## src/rtl/mavg_pkg.sv

```systemverilog
// Shared defaults, FSM state encoding and the result-tag layout for the
// moving-average session scheduler.
package mavg_pkg;

  localparam int DEFAULT_WIDTH = 16;
  localparam int DEFAULT_N     = 16;
  localparam int DEFAULT_NREQ  = 4;
  localparam int DEFAULT_ID_W  = 2;

  typedef enum logic [1:0] {
    IDLE   = 2'd0,
    FLUSH  = 2'd1,
    STREAM = 2'd2
  } state_t;

  // Travels alongside each filter input so the 1-cycle-late filter output
  // can be attributed to its session.
  typedef struct packed {
    logic                    keep;
    logic [DEFAULT_ID_W-1:0] id;
    logic                    last;
    logic                    partial;
  } tag_t;

endpackage

```

## src/rtl/mavg_rr_arbiter.sv

```systemverilog
// Combinational round-robin pick: first requester at or after last_grant+1.
module mavg_rr_arbiter
  import mavg_pkg::*;
#(
  parameter int NREQ = DEFAULT_NREQ,
  parameter int ID_W = DEFAULT_ID_W
) (
  input  logic [NREQ-1:0] i_req,
  input  logic [ID_W-1:0] i_last_grant,
  output logic [ID_W-1:0] o_grant,
  output logic            o_found
);

  // Scan requesters in rotating order starting just after the last grant
  always_comb begin
    logic [ID_W-1:0] w_idx;
    w_idx   = '0;
    o_grant = '0;
    o_found = 1'b0;
    for (int k = 1; k <= NREQ; k++) begin
      w_idx = ID_W'((int'(i_last_grant) + k) % NREQ);
      if (!o_found && i_req[w_idx]) begin
        o_found = 1'b1;
        o_grant = w_idx;
      end else begin
        o_found = o_found;
      end
    end
  end

endmodule

```

## src/rtl/mavg_session_scheduler.sv

```systemverilog
// Time-shares one moving-average filter between NREQ requesters, one whole
// frame per session, flushing the filter history between sessions and
// returning the kept averages tagged with the owner's id.
module mavg_session_scheduler
  import mavg_pkg::*;
#(
  parameter int WIDTH = DEFAULT_WIDTH,
  parameter int N     = DEFAULT_N,
  parameter int NREQ  = DEFAULT_NREQ,
  parameter int ID_W  = DEFAULT_ID_W
) (
  input  logic                  clk,
  input  logic                  rst_n,
  input  logic [NREQ-1:0]       req_valid,
  input  logic [NREQ*WIDTH-1:0] req_sample,
  input  logic [NREQ-1:0]       req_last,
  output logic [NREQ-1:0]       req_ready,
  output logic                  flt_in_valid,
  output logic [WIDTH-1:0]      flt_in_sample,
  input  logic                  flt_out_valid,
  input  logic [WIDTH-1:0]      flt_out_sample,
  output logic                  res_valid,
  output logic [WIDTH-1:0]      res_sample,
  output logic [ID_W-1:0]       res_id,
  output logic                  res_last,
  output logic                  res_partial,
  output logic                  busy
);

  localparam int CNT_W  = $clog2(N);      // flush counter runs 0..N-1
  localparam int SESS_W = $clog2(N) + 1;  // session count saturates at N

  state_t            r_state;
  logic [ID_W-1:0]   r_grant;
  logic [ID_W-1:0]   r_last_grant;
  logic              r_clean;
  logic [CNT_W-1:0]  r_flush_cnt;
  logic [SESS_W-1:0] r_sess_cnt;
  tag_t              r_tag;

  logic [ID_W-1:0]   w_pick;
  logic              w_found;
  logic              w_grant_valid;
  logic              w_grant_last;
  logic [WIDTH-1:0]  w_grant_sample;
  logic              w_accept;
  logic              w_full_hist;
  tag_t              w_tag_next;

  mavg_rr_arbiter #(
    .NREQ (NREQ),
    .ID_W (ID_W)
  ) u_arb (
    .i_req        (req_valid),
    .i_last_grant (r_last_grant),
    .o_grant      (w_pick),
    .o_found      (w_found)
  );

  assign w_grant_valid  = req_valid[r_grant];
  assign w_grant_last   = req_last[r_grant];
  assign w_grant_sample = req_sample[int'(r_grant)*WIDTH +: WIDTH];
  assign w_accept       = (r_state == STREAM) && w_grant_valid;
  // Once N-1 samples are in, the window holds only this session's data.
  assign w_full_hist    = (r_sess_cnt >= SESS_W'(N - 1));

  // Drive the shared filter input and the per-requester accepts from state
  always_comb begin
    req_ready     = '0;
    flt_in_valid  = 1'b0;
    flt_in_sample = '0;
    case (r_state)
      FLUSH: begin
        flt_in_valid  = 1'b1;
        flt_in_sample = '0;
      end
      STREAM: begin
        req_ready[r_grant] = 1'b1;
        flt_in_valid       = w_grant_valid;
        flt_in_sample      = w_grant_sample;
      end
      default: begin
        flt_in_valid = 1'b0;
      end
    endcase
  end

  // Build the tag for this cycle's filter input; flush and idle cycles are dropped
  always_comb begin
    w_tag_next = '0;
    if (w_accept) begin
      w_tag_next.keep    = w_full_hist | w_grant_last;
      w_tag_next.id      = DEFAULT_ID_W'(r_grant);
      w_tag_next.last    = w_grant_last;
      w_tag_next.partial = w_grant_last & ~w_full_hist;
    end else begin
      w_tag_next = '0;
    end
  end

  // Session FSM: arbitrate, optionally flush history, then stream one frame
  always_ff @(posedge clk or negedge rst_n) begin
    if (!rst_n) begin
      r_state      <= IDLE;
      r_grant      <= '0;
      r_last_grant <= ID_W'(NREQ - 1);
      r_clean      <= 1'b1;
      r_flush_cnt  <= '0;
      r_sess_cnt   <= '0;
    end else begin
      case (r_state)
        IDLE: begin
          if (w_found) begin
            r_grant      <= w_pick;
            r_last_grant <= w_pick;
            r_sess_cnt   <= '0;
            r_flush_cnt  <= '0;
            if (r_clean) begin
              r_state <= STREAM;
            end else begin
              r_state <= FLUSH;
            end
          end else begin
            r_state <= IDLE;
          end
        end
        FLUSH: begin
          if (r_flush_cnt == CNT_W'(N - 1)) begin
            r_clean <= 1'b1;
            r_state <= STREAM;
          end else begin
            r_flush_cnt <= r_flush_cnt + CNT_W'(1);
          end
        end
        STREAM: begin
          if (w_accept) begin
            r_clean <= 1'b0;
            if (r_sess_cnt != SESS_W'(N)) begin
              r_sess_cnt <= r_sess_cnt + SESS_W'(1);
            end else begin
              r_sess_cnt <= r_sess_cnt;
            end
            if (w_grant_last) begin
              r_state <= IDLE;
            end else begin
              r_state <= STREAM;
            end
          end else begin
            r_state <= STREAM;
          end
        end
        default: begin
          r_state <= IDLE;
        end
      endcase
    end
  end

  // Tag pipeline aligned with the filter's single cycle of latency
  always_ff @(posedge clk or negedge rst_n) begin
    if (!rst_n) begin
      r_tag <= '0;
    end else begin
      r_tag <= w_tag_next;
    end
  end

  // A partial frame right after reset meets a filter that is not yet warm,
  // so its tag alone qualifies the result.
  assign res_valid   = r_tag.keep & (flt_out_valid | r_tag.partial);
  assign res_sample  = flt_out_sample;
  assign res_id      = ID_W'(r_tag.id);
  assign res_last    = r_tag.last;
  assign res_partial = r_tag.partial;
  assign busy        = (r_state != IDLE);

endmodule

```

## config.mk

```make
export PLATFORM = sky130hd
export DESIGN_NAME = mavg_session_scheduler
export DESIGN_NICKNAME = d
export VERILOG_FILES = /design/src/rtl/mavg_pkg.sv /design/src/rtl/mavg_rr_arbiter.sv /design/src/rtl/mavg_session_scheduler.sv
export SDC_FILE = /design/constraint.sdc
export NUM_CORES = 1
export LEC_CHECK = 0
export CORE_ASPECT_RATIO = 0.7
export CORE_MARGIN = 2
export CORE_UTILIZATION = 39
export DETAILED_ROUTE_END_ITERATION = 10
export PLACE_DENSITY_LB_ADDON = 0.05
export SYNTH_ARGS = -nofsm -noshare
export SYNTH_HDL_FRONTEND = slang
export SYNTH_SLANG_ARGS = --single-unit
```

## constraint.sdc

```tcl
create_clock -name clk -period 4 [get_ports clk]
set_clock_uncertainty 0.1 [all_clocks]
set_input_delay 0.4 -clock clk [delete_from_list [all_inputs] [get_ports clk]]
set_output_delay 0.4 -clock clk [all_outputs]
set_load 0.03 [all_outputs]
```

* After elaboration in Yosys (flattened, before gate mapping)
Index checks and enable logic that the tools add are counted.
** Word-level totals
- Output and inout port bits :: 43
- Register bits after elaboration :: 21
- Input port bits :: 91
- Word-level logic and storage cells :: 97
** Cells by class
- Eq/ne operators :: 9
- Reductions and logical operators :: 17
- $add $sub $neg :: 6
- Magnitude comparators :: 7
- Multiplexer cells :: 42
- Shifts and indexed selects :: 1
- Bitwise operators :: 5
** Operators with widths (count)
- $shiftx A64 B7 Y16 :: 1
- $mux W5 :: 4
- $mux W2 :: 9
- $mux W16 :: 1
- $lt A2 B3 Y1 const B :: 5
- $mux W1 :: 13
- $bmux W1 S2 :: 6
- $mux W4 :: 3
- $pmux W5 S2 :: 1
- $pmux W4 S2 :: 1
- $reduce_bool A2 Y1 :: 4
- $ne A2 B2 Y1 const B :: 3
- $pmux W2 S3 :: 1
- $reduce_and A3 Y1 :: 2
- $add A5 B1 Y5 const B :: 1
- $ge A5 B4 Y1 const B :: 1
- $logic_and A1 B1 Y1 :: 5
- $ne A5 B5 Y1 const B :: 1
- $add A2 B1 Y2 const B :: 2
- $add A2 B2 Y2 const B :: 2
- $add A4 B1 Y4 const B :: 1
- $eq A4 B4 Y1 const B :: 1
- $ne A2 B1 Y1 const B :: 2
- $pmux W1 S2 :: 2
- other kinds (11) :: 15

* Depth between registers and ports, before layout
- Word-level depth :: 15
- Mapped depth :: 7
- Depth with buffers taken out :: 6

* By module
A second synthesis with hierarchy kept.
** Second synthesis, totals
- Cells, all modules :: 195
- Area total of the unflattened synthesis :: 1994.4 um^2
** Modules (own cells, without submodules)
- mavg_session_scheduler :: seq. area each 529.3 um^2, cells each 181, instances 1, area an instance 1903.1 um^2
- mavg_rr_arbiter :: seq. area each 0.0 um^2, cells each 14, instances 1, area an instance 91.3 um^2

* Worst setup path before layout
OpenSTA, ideal clock, no wires.
- Kind :: reg2out
- Start point :: reg r_grant[0]
- End point :: out flt_in_sample[0]
- Arrival :: 1.537 ns
- Path buffers :: 2
- Slack :: 1.963 ns
- Cell stages (with the launch flop) :: 5
- Cell sequence :: dfrtp_1 buf_2 buf_2 mux4_2 and2_1
** On the way
- Cells in the longest elaborated chain, start to end :: 2
** Ends and longest elaborated chain
- from (decl) :: line mavg_session_scheduler.sv:34 : logic [ID_W-1:0] r_grant;
- from (signal assigned) :: line mavg_session_scheduler.sv:114 : r_grant <= w_pick;
- $shiftx A64 B7 Y16 :: line mavg_session_scheduler.sv:62 : assign w_grant_sample = req_sample[int'(r_grant)*WIDTH +: WIDTH];
- $mux W16 :: line mavg_session_scheduler.sv:72 : case (r_state)
- to (decl) :: line mavg_session_scheduler.sv:19 : output logic [WIDTH-1:0] flt_in_sample,
No other way between the ends.

* Worst setup path in the final report
- Start point :: reg r_grant[1]
- End point :: out flt_in_valid
** On the way
- Cells in the longest elaborated chain, start to end :: 3
** Ends and longest elaborated chain
- $bmux W1 S2 :: line mavg_session_scheduler.sv:60 : assign w_grant_valid = req_valid[r_grant];
- $mux W1 (implied by the code) :: line mavg_session_scheduler.sv:60
- $pmux W1 S2 :: line mavg_session_scheduler.sv:72
- to (decl) :: line mavg_session_scheduler.sv:18 : output logic flt_in_valid,
No other way between the ends. The select of a mux whose other input is x is not followed.

==> results_tabular.tex <==
\begin{tabular}{lr}
\hline
Metric & Value \\
\hline
\multicolumn{2}{l}{\textbf{Outcome}} \\
\quad Result of the run & complete, no violations \\
\multicolumn{2}{l}{\textbf{Worst setup path}} \\
\quad Maximum fanout count along the critical path & 21 \\
\quad R2R Path Start & r\_grant[1] \\
\quad Element type at the critical path start & flip-flop \\
\quad Kind of end point of the critical path & output port \\
\quad Data required, critical path & between 3 and 4 ns \\
\quad Critical Path AT & $\sim$2.6 ns \\
\quad Kind of critical path & reg2out \\
\quad Worst Setup SP & r\_grant[1] \\
\quad Setup slack of the worst register-to-register path & around 1.8 ns \\
\multicolumn{2}{l}{\textbf{Final layout}} \\
\quad Top library cells by usage in the layout, fill and taps aside & 101 x sky130\_fd\_sc\_hd\_\_clkdlybuf4s50\_1, 18 x sky130\_fd\_sc\_hd\_\_dfrtp\_1, 17 x sky130\_fd\_sc\_hd\_\_and2\_1, 17 x sky130\_fd\_sc\_hd\_\_mux4\_2 \\
\quad Proportion of layout cells with a drive suffix above 1 & a little over an eighth \\
\quad Area of the multi-input gates & around 0.0012 mm² \\
\quad Storage element area & 529.3 µm² \\
\quad Most common library cell in the layout ignoring fill and taps & sky130\_fd\_sc\_hd\_\_clkdlybuf4s50\_1 \\
\quad Area growth syn-to-layout & 50.54\% \\
\quad Ant. Diodes & 0 \\
\quad Fill cell instance count of the final layout & approximately 410 \\
\quad Net count of the finished layout & 370 \\
\multicolumn{2}{l}{\textbf{Routing}} \\
\quad Detail-routed via count per cell & slightly above 5 \\
\quad DRC violations left & 0 \\
\quad Routed vias & $\sim$1700 \\
\quad Number of iterations in the first detailed-routing pass & 4 \\
\quad Average routed wire per standard cell & 15.59 µm \\
\quad Total wire length after detailed routing & $\sim$5.3 mm \\
\quad Routed Antenna Nets & 0 \\
\quad Number of DRC violations after detailed-routing iteration 0 & 88 \\
\multicolumn{2}{l}{\textbf{Power}} \\
\quad Worst vdd ir & 0.3284 mV \\
\quad Leak pwr & $\sim$1.2 nW \\
\quad Cell Pwr Density & 601.5 mW/mm² \\
\multicolumn{2}{l}{\textbf{CTS}} \\
\quad CTS clock-pin slew for the worst setup and hold paths & about 0.080 ns \\
\quad Total CTS buffers & 3 \\
\quad Clk sink count & 21 \\
\quad Number of buffers inserted by hold repair at cts & 0 \\
\quad TritonCTS clock tree & built \\
\quad Library cell used as clock root buffer & sky130\_fd\_sc\_hd\_\_clkbuf\_8 \\
\quad Setup bufs post-CTS & 0 \\
\quad Latest clock arrival within the worst-skew pair & roughly 0.26 ns \\
\quad Maximum clock path buffer count & 2 \\
\quad H-tree depth & 1 \\
\quad Number of cells upsized or downsized after cts & 0 \\
\multicolumn{2}{l}{\textbf{Synth}} \\
\quad Top cells by area, synth & sky130\_fd\_sc\_hd\_\_dfrtp\_1 23\%, sky130\_fd\_sc\_hd\_\_mux4\_2 20\%, sky130\_fd\_sc\_hd\_\_buf\_4 6.9\% \\
\quad Post-synth top area share & a little under a quarter \\
\quad Biggest area consumer among synthesized cells & sky130\_fd\_sc\_hd\_\_dfrtp\_1 \\
\quad FFs w/ async S/R, synth & 100.0\% \\
\quad Yosys reg bits & 21 \\
\quad Number of distinct library cells after synthesis & between 40 and 50 \\
\quad Dominant synthesized flop cell & sky130\_fd\_sc\_hd\_\_dfrtp\_1 \\
\quad Synthesized area per cell & roughly 10 µm² \\
\quad Gate count after technology mapping & 189 \\
\quad Syn Nets & approximately 290 \\
\quad Netlist area before placement & about 0.0020 mm² \\
\quad Post-synth EDFFs & 0 \\
\quad Number of warning messages in the yosys log & 0 \\
\quad Sequential share of the synthesized area & 27.03\% \\
\multicolumn{2}{l}{\textbf{Die}} \\
\quad Effective utilization at floorplan & 40.72\% \\
\quad I/O pin count & $\sim$130 \\
\quad Die footprint & approximately 0.0056 mm² \\
\quad Row count & 21 \\
\quad Floorplan Core Area & $\sim$0.0048 mm² \\
\quad Height of the chip & about 63 µm \\
\quad Die width & approximately 89 µm \\
\multicolumn{2}{l}{\textbf{Worst hold path}} \\
\quad Worst hold path class & reg2reg \\
\quad Min-delay src & r\_sess\_cnt[2] \\
\multicolumn{2}{l}{\textbf{Global route}} \\
\quad Tot GR Track Use & about a fifth \\
\quad Maximum number of pins on one net before global-route repair & 22 \\
\quad Global-route wire length before repair & between 8 and 9 mm \\
\quad Via count of the first global-routing pass & 1700 \\
\quad Antenna violations before repair & 0 \\
\quad Total grt overflow & 0 \\
\multicolumn{2}{l}{\textbf{STA}} \\
\quad Post-route setup TNS & 0 ns \\
\quad Setup-violating endpoint count in the final report & 0 \\
\quad Final hold violations & 0 \\
\quad Max Transition Viols Final & 0 \\
\quad Min Clock Period, post-route & about 3.0 ns \\
\quad Maximum clock frequency & 328.0 MHz \\
\quad Hold slack final & 0.4259 ns \\
\quad Setup repair after global routing missed its margin & false \\
\quad Transition at the pin with the smallest max-transition slack & about 0.95 ns \\
\quad Rel. slew slack & roughly 37\% \\
\quad Final Cycle Share & approximately 76\% \\
\multicolumn{2}{l}{\textbf{Placed design}} \\
\quad Routability congestion estimate & around 0.78 \\
\quad Number of I/O port buffers & around 100 \\
\quad Placed wire-length estimate & about 4.2 mm \\
\multicolumn{2}{l}{\textbf{Job}} \\
\quad Maximum capacitance violations & 0 \\
\hline
\end{tabular}
-- report_power, final --
group / internal [mW] / switching, mW / leakage [nW]
registers: 0.294 / 0.0922 / 0.271
logic: 0.623 / 0.624 / 0.927
clock network: 0.0695 / 0.0705 / 0.0255
-- kinds of logic (layout without fill, tap and decap cells) --
| kind of cell | Yosys count | count (layout) | share of synthesized area (%) |
|---|---|---|---|
| flip-flops | 21 | 21 | 27.03 |
| AND/OR/NAND/NOR | 57 | 57 | 16.04 |
| XOR/XNOR | 2 | 2 | 0.8947 |
| AO/OA/AOI/OAI | 34 | 34 | 13.48 |
| adder cells (fa/ha/maj) | 8 | 8 | 5.112 |
| buffers and inverters | 39 | 120 | 11.31 |
| multiplexers | 28 | 28 | 26.13 |
-- cells in the mapped netlist, types with 2 or more instances --
cell type / number
sky130_fd_sc_hd__o21a_1: 3
sky130_fd_sc_hd__ha_1: 8
sky130_fd_sc_hd__and3_1: 3
sky130_fd_sc_hd__a21o_1: 2
sky130_fd_sc_hd__nand2_1: 11
sky130_fd_sc_hd__nor2_1: 12
sky130_fd_sc_hd__inv_1: 12
sky130_fd_sc_hd__a211oi_1: 2
sky130_fd_sc_hd__mux4_2: 17
sky130_fd_sc_hd__clkbuf_1: 3
sky130_fd_sc_hd__a22o_1: 3
sky130_fd_sc_hd__dfrtp_1: 18
sky130_fd_sc_hd__mux2_2: 2
sky130_fd_sc_hd__buf_2: 6
sky130_fd_sc_hd__a22oi_1: 2
sky130_fd_sc_hd__dfstp_2: 3
sky130_fd_sc_hd__buf_4: 18
sky130_fd_sc_hd__nand2b_1: 4
sky130_fd_sc_hd__nand3_1: 3
sky130_fd_sc_hd__and2_1: 17
sky130_fd_sc_hd__mux2i_1: 8
sky130_fd_sc_hd__o21ai_0: 5
sky130_fd_sc_hd__a21oi_1: 7
-- sequential cells by signal, indices dropped and copies added, names as in the netlist --
| signal | flops |
|---|---|
| r_last_grant | 2 |
| r_grant | 2 |
| res_partial | 1 |
| r_sess_cnt | 5 |
| res_id | 2 |
| r_flush_cnt | 4 |
| res_last | 1 |
| r_state | 2 |
| r_clean | 1 |
| r_tag | 1 |
-- layer usage --
layer / up-vias / wire length, µm / GRT usage (%)
met5: - / 0 / 0
li1: 828 / - / -
met2: 57 / 2284 / 30.50
met4: 0 / 109 / 5.114
met1: 803 / 2483 / 28.44
met3: 27 / 410 / 4.456
-- critical path, stage by stage, from the launching register on --
cell and delay [ns]:
sky130_fd_sc_hd__dfrtp_1 0.86, sky130_fd_sc_hd__nand2_1 0.24, sky130_fd_sc_hd__o22ai_2 0.37, sky130_fd_sc_hd__o21a_1 0.16, sky130_fd_sc_hd__clkdlybuf4s50_1 0.66
-- area by class of cell --
type                            instances  area share [%]
Clock buffer                            3           1.401
Clock inverter                          1          0.1698
Inverter                               12           1.528
Multi-Input combinational cell        129           40.96
Sequential cell                        21           17.95
Tap cell                               69           2.929
Timing Repair Buffer                  104           35.06
-- worst paths after layout --
path                       depth (start not counted)             end
max                                                4    flt_in_valid
min                                                1   r_sess_cnt[2]
max reg2reg                                        4      r_state[1]
min reg2reg                                        1   r_sess_cnt[2]
max in group asynchronous                          1  r_flush_cnt[0]
min in group asynchronous                          1   r_sess_cnt[4]
-- stage by stage --
step           instances  power, mW  instance area [µm²]  utilization (%)  setup WS [ns]
3_5_place_dp         335      1.649                 2902            60.34          1.045
6_report             339      1.773                 2948            61.31         0.9511
4_1_cts              339      1.793                 2948            61.31         0.9003
2_1_floorplan        189      1.251                 1958                -          1.963
5_1_grt              339      1.911                 2948            61.31         0.7683
3_3_place_gp         335      1.641                 2902            60.34          1.092
Note: power is estimated with default switching activity, not from simulation.
